### config.mk
export PLATFORM = sky130hd
export DESIGN_NAME = stall_ctrl_flat
export DESIGN_NICKNAME = d
export VERILOG_FILES = /design/src/rtl/cpu_pkg.sv /design/src/rtl/stall_ctrl_if.sv /design/src/rtl/stall_ctrl_md_sequencer.sv /design/src/rtl/stall_ctrl.sv /design/src/flat_wrapper.sv
export SDC_FILE = /design/constraint.sdc
export NUM_CORES = 1
export LEC_CHECK = 0
export CELL_PAD_IN_SITES_DETAIL_PLACEMENT = 1
export CELL_PAD_IN_SITES_GLOBAL_PLACEMENT = 1
export CORE_AREA = 2 2 68 70
export DETAILED_ROUTE_END_ITERATION = 10
export DIE_AREA = 0 0 70 72
export GPL_ROUTABILITY_DRIVEN = 0
export GPL_TIMING_DRIVEN = 0
export PLACE_DENSITY_LB_ADDON = 0.1
export SLEW_MARGIN = 0
export SYNTH_ARGS = -nofsm -noshare
export SYNTH_HDL_FRONTEND = slang
export SYNTH_SLANG_ARGS = --single-unit
### constraint.sdc
create_clock -name clk -period 2.02 [get_ports clk]
set_clock_uncertainty 0.15 [all_clocks]
set_input_delay 0.404 -clock clk [delete_from_list [all_inputs] [get_ports clk]]
set_output_delay 0.404 -clock clk [all_outputs]
set_load 0.005 [all_outputs]
### src/rtl/cpu_pkg.sv
// Shared core types: mul/div sequencer states and default mul/div latencies.
package cpu_pkg;

    typedef enum logic [1:0] {
        IDLE = 2'd0,
        BUSY = 2'd1,
        DONE = 2'd2
    } md_state_t;

    localparam int MUL_CYCLES_DEF = 4;
    localparam int DIV_CYCLES_DEF = 32;

    // Width of a down-counter holding up to max(a,b)-1, never less than 1 bit.
    function automatic int md_cnt_width(input int a, input int b);
        int m;
        int w;
        m = (a > b) ? a : b;
        w = $clog2(m);
        return (w < 1) ? 1 : w;
    endfunction

endpackage

### src/rtl/stall_ctrl_if.sv
// Hazard inputs from the pipeline and stall/flush/mul-div status back to it.
interface stall_ctrl_if;
    logic        MemReadE;
    logic        RegWriteE;
    logic [4:0]  RAddrE;
    logic        MemReadM;
    logic [4:0]  RAddrM;
    logic [4:0]  RsAddrD;
    logic [4:0]  RtAddrD;
    logic        BranchD;
    logic        MdUseD;
    logic        MdStartE;
    logic        MdDivE;
    logic        MemStallM;
    logic        StallF;
    logic        StallD;
    logic        StallE;
    logic        StallM;
    logic        FlushE;
    logic        MdBusy;
    logic        MdDone;
    logic [31:0] StallCnt;

    // Pipeline side
    modport master (
        output MemReadE, RegWriteE, RAddrE, MemReadM, RAddrM, RsAddrD, RtAddrD,
               BranchD, MdUseD, MdStartE, MdDivE, MemStallM,
        input  StallF, StallD, StallE, StallM, FlushE, MdBusy, MdDone, StallCnt
    );

    // Controller side
    modport slave (
        input  MemReadE, RegWriteE, RAddrE, MemReadM, RAddrM, RsAddrD, RtAddrD,
               BranchD, MdUseD, MdStartE, MdDivE, MemStallM,
        output StallF, StallD, StallE, StallM, FlushE, MdBusy, MdDone, StallCnt
    );
endinterface

### src/rtl/stall_ctrl_md_sequencer.sv
// Mul/div occupancy sequencer: IDLE -> BUSY (N cycles) -> DONE (1 cycle) -> IDLE.
// Latency: busy from the cycle after start, done in cycle N+1; start outside IDLE is ignored.
module md_sequencer
    import cpu_pkg::*;
#(
    parameter int MUL_CYCLES = MUL_CYCLES_DEF,
    parameter int DIV_CYCLES = DIV_CYCLES_DEF
) (
    input  logic clk,
    input  logic nrst,
    input  logic start,
    input  logic is_div,
    output logic busy,
    output logic done
);
    localparam int CW = md_cnt_width(MUL_CYCLES, DIV_CYCLES);

    md_state_t       state_q, state_d;
    logic [CW-1:0]   cnt_q, cnt_d;

    always_ff @(posedge clk or negedge nrst) begin
        if (!nrst) begin
            state_q <= IDLE;
            cnt_q   <= '0;
        end else begin
            state_q <= state_d;
            cnt_q   <= cnt_d;
        end
    end

    always_comb begin
        state_d = state_q;
        cnt_d   = cnt_q;
        case (state_q)
            IDLE: begin
                if (start) begin
                    state_d = BUSY;
                    cnt_d   = is_div ? CW'(DIV_CYCLES - 1) : CW'(MUL_CYCLES - 1);
                end
            end
            BUSY: begin
                if (cnt_q == '0) state_d = DONE;
                else             cnt_d   = cnt_q - CW'(1);
            end
            DONE:    state_d = IDLE;
            default: state_d = IDLE;
        endcase
    end

    assign busy = (state_q != IDLE);
    assign done = (state_q == DONE);

endmodule

### src/rtl/stall_ctrl.sv
// Hazard/stall controller: load-use, branch-in-D, mem wait and mul/div busy -> stage stalls and EX flush.
// Latency: stall/flush combinational (0 cycles); optional StallCnt (STALL_CTRL_PERF_EN) counts StallD cycles.
// Backpressure: a data-memory wait freezes all four stage registers and overrides every other hazard.
module stall_ctrl
    import cpu_pkg::*;
#(
    parameter int MUL_CYCLES = MUL_CYCLES_DEF,
    parameter int DIV_CYCLES = DIV_CYCLES_DEF
) (
    input  logic         clk,
    input  logic         nrst,
    stall_ctrl_if.slave  bus
);
    logic e_hits_d;
    logic m_hits_d;
    logic haz_lu;
    logic haz_br;
    logic haz_md;
    logic md_busy;
    logic md_done;
    logic stall_d;

    assign e_hits_d = (bus.RAddrE != 5'd0) &&
                      ((bus.RAddrE == bus.RsAddrD) || (bus.RAddrE == bus.RtAddrD));
    assign m_hits_d = (bus.RAddrM != 5'd0) &&
                      ((bus.RAddrM == bus.RsAddrD) || (bus.RAddrM == bus.RtAddrD));

    assign haz_lu = bus.MemReadE && e_hits_d;
    // Branches resolve in D, so they also wait on ALU results still in EX and loads still in MEM.
    assign haz_br = bus.BranchD && ((bus.RegWriteE && e_hits_d) || (bus.MemReadM && m_hits_d));
    assign haz_md = bus.MdUseD && md_busy;

    md_sequencer #(
        .MUL_CYCLES (MUL_CYCLES),
        .DIV_CYCLES (DIV_CYCLES)
    ) u_md_seq (
        .clk    (clk),
        .nrst   (nrst),
        .start  (bus.MdStartE && !bus.MemStallM),
        .is_div (bus.MdDivE),
        .busy   (md_busy),
        .done   (md_done)
    );

    always_comb begin
        bus.StallF = 1'b0;
        bus.StallD = 1'b0;
        bus.StallE = 1'b0;
        bus.StallM = 1'b0;
        bus.FlushE = 1'b0;
        if (bus.MemStallM) begin
            bus.StallF = 1'b1;
            bus.StallD = 1'b1;
            bus.StallE = 1'b1;
            bus.StallM = 1'b1;
        end else if (haz_lu || haz_br || haz_md) begin
            bus.StallF = 1'b1;
            bus.StallD = 1'b1;
            bus.FlushE = 1'b1;
        end
    end

    assign stall_d    = bus.StallD;
    assign bus.MdBusy = md_busy;
    assign bus.MdDone = md_done;

`ifdef STALL_CTRL_PERF_EN
    logic [31:0] stall_cnt_q;

    always_ff @(posedge clk or negedge nrst) begin
        if (!nrst)
            stall_cnt_q <= '0;
        else if (stall_d && (stall_cnt_q != 32'hFFFF_FFFF))
            stall_cnt_q <= stall_cnt_q + 32'd1;
    end

    assign bus.StallCnt = stall_cnt_q;
`else
    assign bus.StallCnt = 32'd0;
`endif

endmodule

### src/flat_wrapper.sv
// flat-port wrapper written by rule: the top's interface ports become plain ports
module stall_ctrl_flat import cpu_pkg::*;
#(
    parameter int MUL_CYCLES = MUL_CYCLES_DEF,
    parameter int DIV_CYCLES = DIV_CYCLES_DEF
)
  (clk, nrst, bus_MemReadE, bus_RegWriteE, bus_RAddrE, bus_MemReadM, bus_RAddrM, bus_RsAddrD, bus_RtAddrD, bus_BranchD, bus_MdUseD, bus_MdStartE, bus_MdDivE, bus_MemStallM, bus_StallF, bus_StallD, bus_StallE, bus_StallM, bus_FlushE, bus_MdBusy, bus_MdDone, bus_StallCnt);
  stall_ctrl_if bus_i ();
  input  logic clk;
  input  logic nrst;
  input wire logic [$bits(bus_i.MemReadE)-1:0] bus_MemReadE;
  input wire logic [$bits(bus_i.RegWriteE)-1:0] bus_RegWriteE;
  input wire logic [$bits(bus_i.RAddrE)-1:0] bus_RAddrE;
  input wire logic [$bits(bus_i.MemReadM)-1:0] bus_MemReadM;
  input wire logic [$bits(bus_i.RAddrM)-1:0] bus_RAddrM;
  input wire logic [$bits(bus_i.RsAddrD)-1:0] bus_RsAddrD;
  input wire logic [$bits(bus_i.RtAddrD)-1:0] bus_RtAddrD;
  input wire logic [$bits(bus_i.BranchD)-1:0] bus_BranchD;
  input wire logic [$bits(bus_i.MdUseD)-1:0] bus_MdUseD;
  input wire logic [$bits(bus_i.MdStartE)-1:0] bus_MdStartE;
  input wire logic [$bits(bus_i.MdDivE)-1:0] bus_MdDivE;
  input wire logic [$bits(bus_i.MemStallM)-1:0] bus_MemStallM;
  output wire logic [$bits(bus_i.StallF)-1:0] bus_StallF;
  output wire logic [$bits(bus_i.StallD)-1:0] bus_StallD;
  output wire logic [$bits(bus_i.StallE)-1:0] bus_StallE;
  output wire logic [$bits(bus_i.StallM)-1:0] bus_StallM;
  output wire logic [$bits(bus_i.FlushE)-1:0] bus_FlushE;
  output wire logic [$bits(bus_i.MdBusy)-1:0] bus_MdBusy;
  output wire logic [$bits(bus_i.MdDone)-1:0] bus_MdDone;
  output wire logic [$bits(bus_i.StallCnt)-1:0] bus_StallCnt;
  assign bus_i.MemReadE = bus_MemReadE;
  assign bus_i.RegWriteE = bus_RegWriteE;
  assign bus_i.RAddrE = bus_RAddrE;
  assign bus_i.MemReadM = bus_MemReadM;
  assign bus_i.RAddrM = bus_RAddrM;
  assign bus_i.RsAddrD = bus_RsAddrD;
  assign bus_i.RtAddrD = bus_RtAddrD;
  assign bus_i.BranchD = bus_BranchD;
  assign bus_i.MdUseD = bus_MdUseD;
  assign bus_i.MdStartE = bus_MdStartE;
  assign bus_i.MdDivE = bus_MdDivE;
  assign bus_i.MemStallM = bus_MemStallM;
  assign bus_StallF = bus_i.StallF;
  assign bus_StallD = bus_i.StallD;
  assign bus_StallE = bus_i.StallE;
  assign bus_StallM = bus_i.StallM;
  assign bus_FlushE = bus_i.FlushE;
  assign bus_MdBusy = bus_i.MdBusy;
  assign bus_MdDone = bus_i.MdDone;
  assign bus_StallCnt = bus_i.StallCnt;
  stall_ctrl #(.MUL_CYCLES(MUL_CYCLES), .DIV_CYCLES(DIV_CYCLES)) u_core (.clk(clk), .nrst(nrst), .bus(bus_i));
endmodule
# Word-level counts from Yosys, hierarchy flattened
# Index checks and enable logic that the tools add are counted.
dict set report word_totals {
  ff_bits 7
  inputBits 30
  out_inout_bits 39
  word_cells 45
}
dict set report op_classes {
  n_addsub 1
  eq_ne 9
  reduce_logical 22
  mux 11
}
# op count
set op_table {}
lappend op_table {{== test 5 bit} 4}
lappend op_table {{two-way mux 5 bit} 3}
lappend op_table {{one-hot mux 5 bit (2 select lines)} 1}
lappend op_table {{nonzero test 5 bit} 2}
lappend op_table {{logical AND 1 bit} 8}
lappend op_table {{inequality test 2 bit (second input constant)} 3}
lappend op_table {{logical NOT 5 bit} 1}
lappend op_table {{logical OR 1 bit} 5}
lappend op_table {{subtractor 5 x 1 -> 5 bit (second input constant)} 1}
lappend op_table {{two-way mux 1 bit} 4}
lappend op_table {{two-way mux 2 bit} 2}
lappend op_table {{one-hot mux 2 bit (2 select lines)} 1}
lappend op_table {{nonzero test 2 bit} 2}
lappend op_table {{AND reduction 3 bit} 1}
lappend op_table {{== test 2 x 1 -> 1 bit (second input constant)} 1}
lappend op_table {{== test 2 bit (second input constant)} 1}
lappend op_table {{logical NOT 2 bit} 1}
lappend op_table {{AND reduction 2 bit} 1}
lappend op_table {{logical NOT 1 bit} 1}

# Depth between registers and ports, before layout
# Gate-level depths: netlist of the first run.
dict set report depth {
  word_depth 10
  depth_mapped 7
  depth_no_buf 7
}

# Hierarchy
# From an unflattened synthesis of the first run, not the netlist that was laid out.
dict set report hier_totals {
  cells_unflattened 115
  hier_area_um2 938.4
}
# mod area_per_inst_um2 n_inst cells_per_inst seq_area_each_um2
set modules_own_cells {}
lappend modules_own_cells {stall_ctrl 550.5 1 76 0.0}
lappend modules_own_cells {md_sequencer 387.9 1 39 175.2}

# Worst setup path before layout of the first run
# OpenSTA, ideal clock, no wires.
dict set report synth_timing {
  path_kind {input to output}
  startpoint {in bus_RAddrM[0]}
  endpoint {out bus_StallF}
  t_required_ns 1.466
  path_buffers 1
  stages 4
  arrival_time_ns 1.444
  slack_ns 0.022
  path_cell_list {or4_1 o2111ai_1 nand4b_1 buf_4}
}
dict set report synth_between {
  elab_chain_cells 10
  word_cells_on_any_way 12
  cone_classes {eq/ne (2); mux (2); reduce/logical (8)}
}
# item line_no
set synth_lines {}
lappend synth_lines {{start: declaration} flat_wrapper.sv:15} ;# input wire logic [$bits(bus_i.RAddrM)-1:0] bus_RAddrM;
lappend synth_lines {{== test 5 bit} stall_ctrl.sv:26} ;# ((bus.RAddrM == bus.RsAddrD) || (bus.RAddrM == bus.RtAddrD));
lappend synth_lines {{logical OR 1 bit} stall_ctrl.sv:26}
lappend synth_lines {{logical AND 1 bit *} stall_ctrl.sv:25} ;# assign m_hits_d = (bus.RAddrM != 5'd0) &&
lappend synth_lines {{logical AND 1 bit *} stall_ctrl.sv:30} ;# assign haz_br = bus.BranchD && ((bus.RegWriteE && e_hits_d) || (bus.MemReadM && m_hits_d));
lappend synth_lines {{logical OR 1 bit *} stall_ctrl.sv:30}
lappend synth_lines {{logical AND 1 bit *} stall_ctrl.sv:30}
lappend synth_lines {{logical OR 1 bit * (2 in a row)} stall_ctrl.sv:56} ;# end else if (haz_lu || haz_br || haz_md) begin
lappend synth_lines {{two-way mux 1 bit * (2 in a row)} n/a}
lappend synth_lines {{end: declaration} flat_wrapper.sv:23} ;# output wire logic [$bits(bus_i.StallF)-1:0] bus_StallF;
# Every way passes the cells marked *; elsewhere a longest branch is shown, timed or not.

# Final worst setup path of the first run
dict set report layout_timing {
  startpoint {in bus_RAddrM[0]}
  endpoint {out bus_StallF}
}
dict set report layout_between {
  elab_chain_cells 10
  word_cells_on_any_way 12
  cone_classes {eq/ne (2); mux (2); reduce/logical (8)}
}
# item line_no
set layout_lines {}
lappend layout_lines {{== test 5 bit} stall_ctrl.sv:26}
lappend layout_lines {{logical OR 1 bit} stall_ctrl.sv:26}
lappend layout_lines {{logical AND 1 bit *} stall_ctrl.sv:25}
lappend layout_lines {{logical AND 1 bit *} stall_ctrl.sv:30}
lappend layout_lines {{logical OR 1 bit *} stall_ctrl.sv:30}
lappend layout_lines {{logical AND 1 bit *} stall_ctrl.sv:30}
lappend layout_lines {{logical OR 1 bit * (2 in a row)} stall_ctrl.sv:56}
lappend layout_lines {{two-way mux 1 bit *} stall_ctrl.sv:56}
lappend layout_lines {{two-way mux 1 bit *} stall_ctrl.sv:51} ;# if (bus.MemStallM) begin
# Marked as above.

==> results of run 1 <==
## metal layers
| layer | GRT usage, % | up-vias | wire length [µm] |
|---|---|---|---|
| met3 | 2.64 | 2 | 209 |
| met5 | 0 | - | 0 |
| li1 | - | 470 | - |
| met1 | 13.7 | 417 | 1190 |
| met4 | 3.85 | 0 | 21 |
| met2 | 19.0 | 38 | 1400 |
## final cells by class
| type | instances | area, µm² |
|---|---|---|
| fillers | 518 | 2640 |
| plain buffers | 35 | 263 |
| inverters | 2 | 7.51 |
| flip-flops and latches | 7 | 175 |
| clock buffers | 4 | 45.0 |
| multi-input cells | 101 | 687 |
| well taps | 52 | 65.1 |
| repair buffers | 42 | 378 |
## kinds of logic after synthesis
family | Yosys count
XOR/XNOR | 20
AO/OA/AOI/OAI | 17
other | 1
buffers and inverters | 37
adder cells (fa/ha/maj) | 2
flip-flops | 7
AND/OR/NAND/NOR | 30
## cell usage in the layout, fill, tap and decap left out, drive strengths merged, types with 6 or more instances in the layout
master,n
a21oi,7
buf,49
clkbuf,6
clkdlybuf4s15,8
clkdlybuf4s50,12
conb,32
dfrtp,7
dlygate4sd2,6
nor2,8
xnor2,16
## final timing paths
path | from | to | slack, ns
min | nrst | u_core.u_md_seq.cnt_q[1] | 0.29
min in group clk | u_core.u_md_seq.cnt_q[0] | u_core.u_md_seq.cnt_q[0] | 0.36
min reg2reg | u_core.u_md_seq.cnt_q[0] | u_core.u_md_seq.cnt_q[0] | 0.36
max in group asynchronous | nrst | u_core.u_md_seq.cnt_q[4] | 1.18
max reg2reg | u_core.u_md_seq.cnt_q[0] | u_core.u_md_seq.cnt_q[3] | 0.10
max | bus_RAddrM[0] | bus_StallF | -0.17
## power by group
group          switching [mW]  total, mW  internal, mW  leakage [nW]
clock network          0.0653      0.202         0.137        0.0228
registers              0.0614      0.270         0.209        0.0830
logic                   0.307      0.686         0.380         0.687
total                   0.433       1.16         0.726         0.792
## flip-flops by register name, summed over array words and instances, names as in the netlist
| register | count |
|---|---|
| u_core.u_md_seq.cnt_q | 5 |
| u_core.u_md_seq.state_q | 2 |
## per-stage QoR
stage	std cells	instance area, µm²
floorplan	145	1060
global placement	233	1490
detailed placement	233	1490
CTS	238	1560
global route	243	1620
finish	243	1620
## repair_timing
item                       4_1_cts  5_1_grt
pin swaps                       19        9
setup endpoints to repair        7        5
buffers inserted                 1        5
hold buffers                     0        0
gates resized for setup         70       14
==> summary.txt, run 1 <==
Hold path
  – Worst Hold Class: input pin to asynchronous set/reset pin

Floorplanning
  – Area of the core region: 4260 µm²
  – Die height: 72 µm
  – Width of the die: 70 µm
  – Std-Cell Rows: 24
  – Initial cell density of the core: around 22%
  – Die Outline Area: 5040 µm²
  – Number of primary I/O pins: 69

Critical path
  – CP Class: input pin to output pin
  – Max FO, Critical Path: 2
  – Endpoint required time on the critical path: 1.47 ns
  – Worst stage delay on the critical path: 0.54 ns
  – Gate family responsible for the most delay along the worst path: simple AND/OR/NAND/NOR gates
  – CP max-delay cell: sky130_fd_sc_hd__or4_4
  – Buffers & Inverters on Critical Path: 3
  – Data arrival, critical path: 1.64 ns
  – Launching element type of the critical path: input pin
  – CP Depth: 6
  – Depth of the worst register-to-register path: 7
  – Critical Path Sink Type: output pin
  – Cell-by-cell trace of the critical path: buf_8 > or4_4 > o2111ai_4 > nand4b_1 > buf_4 > buf_6

Yosys
  – Most area-hungry cell type in the Yosys netlist: sky130_fd_sc_hd__buf_4
  – Gate count after technology mapping: between 100 and 150
  – Seq cells post-synth: 7
  – Yosys warning total: 0
  – Simple-Gate Fraction of Synth Area: about 20%
  – Area fraction in compound gates after synthesis: 11.1%
  – Fraction of the yosys area taken by sequential cells: between 10% and 20%
  – Multiplexer area fraction after synthesis: 0%
  – Post-Synth XOR/XNOR Area: between 10% and 20%
  – Synth unique cells: 30
  – Commonest cells in the synthesized netlist: sky130_fd_sc_hd__buf_4 (35), sky130_fd_sc_hd__xnor2_1 (16), sky130_fd_sc_hd__a21oi_1 (7), sky130_fd_sc_hd__dfrtp_1 (7), sky130_fd_sc_hd__nor2_1 (6)
  – Post-synthesis adder-cell area fraction: 2.65%
  – Most frequently used flop master after synthesis: sky130_fd_sc_hd__dfrtp_1
  – Combinational family with the most area after synthesis: buffers and inverters
  – Syn_area_per_cell: roughly 8.3 µm²
  – Number of synthesized flops with an enable pin: 0
  – Cell types occupying the most area after synthesis: sky130_fd_sc_hd__buf_4 (28%), sky130_fd_sc_hd__dfrtp_1 (19%), sky130_fd_sc_hd__xnor2_1 (15%)
  – Proportion of synthesized flip-flops having asynchronous set or reset: 100%
  – Portion of synthesized cell area occupied by the leading cell type: 27.8%
  – Most repeated cell in the gate-level netlist after synthesis: sky130_fd_sc_hd__buf_4
  – Post-synthesis cell area: 946 µm²

STA
  – Peak Freq: 456 MHz
  – Period utilization: 109%
  – RSZ-0062 raised after global routing: yes
  – Final TNS setup: -0.323 ns
  – Fin. Hold Viols: 0
  – Minimum period implied by the final worst setup slack: 2.19 ns
  – Slew Viols, Final: 0
  – Final hold slack: roughly 0.29 ns
  – Count of final setup violators: 3
  – Crit path setup slack, layout: -0.173 ns

CTS
  – Clock sink total: 7
  – CTS Root Cell: sky130_fd_sc_hd__clkbuf_8
  – Depth of the CTS H-tree: 1
  – CTS clock-pin slew for the worst setup and hold paths: 0.04 ns
  – Total clock buffers created by CTS: 3
  – Latest clock arrival within the worst-skew pair: 0.23 ns
  – CTS tree: done
  – Maximum count of clock buffers along a single path: 2

Power
  – Total power density per cell area: 715 nW/µm²
  – Lkg Pwr: 0.792 nW
  – Maximum resistive drop on vdd: between 0.0005 and 0.0006 V
  – Final Total Pwr: 1.16 mW

Route
  – Post-Route WL: 2.83 mm
  – Initial detailed-routing violation count: 18
  – Remaining design rule violation count: 0
  – Drt pass-1 iters: 2
  – Wire length per cell: 11.6 µm
  – Antenna viol nets, final: 0
  – Via total after detailed routing: 927
  – Via density per instance: 3.81

Final layout
  – Area added between synthesis and finish: 71.3%
  – Ant diodes: 0
  – Share of the core filled with cells: 38.0%
  – Layout cell share with drive strength beyond 1: 39.3%
  – Net count of the finished layout: 224

Run status
  – Failing checks: setup timing
  – Run status: complete, but fails checks

Job
  – Maximum Capacitance Violations: 0

GRT
  – Number of antenna violations at the first check in global routing: 0
  – Global-route total usage across every layer: between 10% and 20%
  – Via count of the first global-routing pass: 883
  – GR Overflow Total: 0
  – Maximum number of pins on one net before global-route repair: 8
  – First-pass GRT wire length: 4.42 mm

Placed design
  – Number of I/O port buffers: 36
  – DP HPWL: between 2 and 2.5 mm
  – Post-place setup slack: -0.988 ns
No activity file was read; power rests on OpenSTA's default activity.
==> inputs of run 2 (changes only) <==
--- a/constraint.sdc
+++ b/constraint.sdc
@@ -3,3 +3,3 @@
 set_input_delay 0.404 -clock clk [delete_from_list [all_inputs] [get_ports clk]]
 set_output_delay 0.404 -clock clk [all_outputs]
-set_load 0.005 [all_outputs]
+set_load 0.02 [all_outputs]
==> summary.txt, run 2 (synthesis gave the netlist of run 1 again) <==
Run status
  – Run status: complete, but fails checks
  – Failing checks: setup timing

Route
  – Initial detailed-routing violation count: 11 (-7)
  – Wire length per cell: 11.8 µm (+1.5%)
  – Remaining design rule violation count: 0 (unchanged)
  – Drt pass-1 iters: 2 (unchanged)
  – Via density per instance: 3.88 (+1.8%)
  – Via total after detailed routing: 936 (+0.97%)
  – Post-Route WL: 2.84 mm (+0.67%)
  – Antenna viol nets, final: 0 (unchanged)

CTS
  – CTS tree: done
  – Latest clock arrival within the worst-skew pair: 0.23 ns (about the same)
  – Total clock buffers created by CTS: 3 (unchanged)
  – Clock sink total: 7 (unchanged)
  – CTS clock-pin slew for the worst setup and hold paths: 0.04 ns (about the same)
  – Maximum count of clock buffers along a single path: 2 (unchanged)
  – CTS Root Cell: sky130_fd_sc_hd__clkbuf_8
  – Depth of the CTS H-tree: 1 (unchanged)

STA
  – Slew Viols, Final: 0 (unchanged)
  – Count of final setup violators: 3 (unchanged)
  – Period utilization: 110% (+1.2 points)
  – Minimum period implied by the final worst setup slack: 2.22 ns (+0.0242 ns)
  – Fin. Hold Viols: 0 (unchanged)
  – Peak Freq: 451 MHz (-1.1%)
  – RSZ-0062 raised after global routing: yes
  – Final TNS setup: -0.428 ns (-0.106 ns)
  – Crit path setup slack, layout: -0.197 ns (-0.0242 ns)

Critical path
  – Data arrival, critical path: 1.66 ns (+0.02 ns)
  – CP max-delay cell: sky130_fd_sc_hd__or4_4
  – Endpoint required time on the critical path: 1.47 ns (about the same)
  – Gate family responsible for the most delay along the worst path: simple AND/OR/NAND/NOR gates
  – R2R setup slack: 0.05 ns (-0.05 ns)
  – Worst stage delay on the critical path: 0.54 ns (about the same)
  – Cell-by-cell trace of the critical path: buf_8 > or4_4 > o2111ai_4 > nand4b_1 > buf_4 > buf_6
  – Critical Path Sink Type: output pin
  – Source of the worst register-to-register timing path: u_core.u_md_seq.cnt_q[0]
  – Worst setup path start: bus_RAddrM[3]
  – Buffers & Inverters on Critical Path: 3 (unchanged)
  – Max FO, Critical Path: 2 (unchanged)
  – Launching element type of the critical path: input pin
  – CP Class: input pin to output pin

Floorplanning
  – Area of the core region: 4260 µm² (unchanged)
  – Die Outline Area: 5040 µm² (unchanged)
  – Number of primary I/O pins: 69 (unchanged)
  – Initial cell density of the core: 22.2% (unchanged)
  – Std-Cell Rows: 24 (unchanged)
  – Die height: 72 µm (unchanged)
  – Width of the die: 70 µm (unchanged)

Job
  – Maximum Capacitance Violations: 0 (unchanged)

GRT
  – Number of antenna violations at the first check in global routing: 0 (unchanged)
  – First-pass GRT wire length: 4.30 mm (-2.8%)
  – Met3 demand-to-capacity share in global routing: 1.25% (-1.4 points)
  – Most Used Layer, Global Route: met2
  – Via count of the first global-routing pass: 901 (+2.0%)
  – Maximum number of pins on one net before global-route repair: 8 (unchanged)
  – GR Overflow Total: 0 (unchanged)
  – Met2 demand-to-capacity share in global routing: 19.4% (+0.32 points)
  – Met1 global-route usage: 12.6% (-1.0 points)
  – Global-route total usage across every layer: 10.5% (-0.56 points)

Power
  – Maximum resistive drop on vdd: 0.000527 V (-1.2%)
  – Switching power as a share of total power: 41.9% (+4.5 points)
  – Lkg Pwr: 0.790 nW (-0.25%)
  – Total power density per cell area: 765 nW/µm² (+6.9%)
  – Combinational Power Share: 60.8% (+1.6 points)
  – Internal cell power: 0.712 mW (-1.9%)
  – Psw: 0.514 mW (+19%)
  – Relative contribution of the clock network to total power: 16.7% (-0.7 points)
  – Part of the total power dissipated in sequential elements: 22.5% (-0.8 points)

Final layout
  – Share of the core filled with cells: 37.6% (-0.41 points)
  – Area added between synthesis and finish: 69.4%
  – Number of flip-flops under the largest register name: 5 (unchanged)
  – Layout cell share with drive strength beyond 1: 38.6% (-0.64 points)
  – Largest reg by FF count: u_core.u_md_seq.cnt_q
  – Net count of the finished layout: 222 (-0.89%)
  – Largest registers in the final layout: u_core.u_md_seq.cnt_q (5), u_core.u_md_seq.state_q (2)
  – Leading cell type in the layout, fill and taps excluded: sky130_fd_sc_hd__buf_4
  – Commonest cells after routing, fill and taps aside: sky130_fd_sc_hd__buf_4 (40), sky130_fd_sc_hd__conb_1 (32), sky130_fd_sc_hd__xnor2_1 (15)
  – Ant diodes: 0 (unchanged)

Hold path
  – Worst Hold Class: input pin to asynchronous set/reset pin

Placed design
  – DP HPWL: 2.33 mm (-1.8%)
  – Number of I/O port buffers: 36 (unchanged)
[run 2: cell types whose count changed in the layout (fill, tap and decap cells not counted), moves of 2 or more]
| cell | previous run | this run |
|---|---|---|
| sky130_fd_sc_hd__clkdlybuf4s15_1 | 5 | 3 |
| sky130_fd_sc_hd__clkbuf_2 | 2 | 0 |
| sky130_fd_sc_hd__clkdlybuf4s15_2 | 3 | 5 |
| sky130_fd_sc_hd__clkdlybuf4s50_1 | 12 | 8 |
| sky130_fd_sc_hd__dlygate4sd2_1 | 6 | 10 |
| sky130_fd_sc_hd__buf_6 | 1 | 3 |
[run 2: power groups by stage]
stage	sequential (mW)	clock, mW	combinational, mW
after floorplan	0.253	0	0.504
after global placement	0.268	0	0.678
after detailed placement	0.271	0	0.706
after CTS	0.269	0.213	0.704
after global routing	0.283	0.215	0.814
final	0.276	0.205	0.745
[run 2: worst register-to-register path, stage by stage, from the launching register on]
cell                       delay [ns]
sky130_fd_sc_hd__dfrtp_1         0.41
sky130_fd_sc_hd__inv_2           0.08
sky130_fd_sc_hd__ha_1            0.15
sky130_fd_sc_hd__or4b_4          0.46
sky130_fd_sc_hd__nor2b_4         0.16
sky130_fd_sc_hd__nand2b_4        0.17
sky130_fd_sc_hd__o21a_1          0.11
sky130_fd_sc_hd__o22a_1          0.17
[run 2: metrics by stage]
stage               power, mW  instance area (µm²)  hold WS (ns)  cells  worst slack, ns
global route             1.31                 1600         0.302    241           -0.249
global placement        0.946                 1490         0.343    233            -1.08
floorplan               0.757                 1070       -0.0416    145           -0.194
CTS                      1.18                 1570         0.289    239           -0.224
finish                   1.23                 1600         0.284    241           -0.197
detailed placement      0.976                 1490         0.348    233            -1.06
[run 2: worst paths after layout]
kind                                                 end  cells past startpoint
worst max-delay path                          bus_StallF                      6
worst min-delay path            u_core.u_md_seq.cnt_q[0]                      1
worst max register to register  u_core.u_md_seq.cnt_q[2]                      7
worst min register to register  u_core.u_md_seq.cnt_q[0]                      1
max in group asynchronous       u_core.u_md_seq.cnt_q[4]                      1
min in group clk                u_core.u_md_seq.cnt_q[0]                      1
[run 2: metal layers]
metal	wire (µm)	share of wire, %	vias to the layer above
li1	-	-	464
met1	1130	40	431
met2	1490	52	38
met3	183	6.4	3
met4	35	1.2	0
met5	0	0	-
[run 2: repair_timing]
action	in CTS	in global routing
hold buffers	0	0
pin swaps	26	4
gates cloned	0	0
setup endpoints to repair	8	5
buffers inserted	2	2
gates resized for setup	86	5
[run 2: final cells by class]
class | count | area [µm²]
Buffer | 35 | 263
Inverter | 2 | 7.51
Multi-Input combinational cell | 101 | 674
Fill cell | 524 | 2660
Timing Repair Buffer | 40 | 373
Tap cell | 52 | 65.1
Clock buffer | 4 | 45.0
Sequential cell | 7 | 175
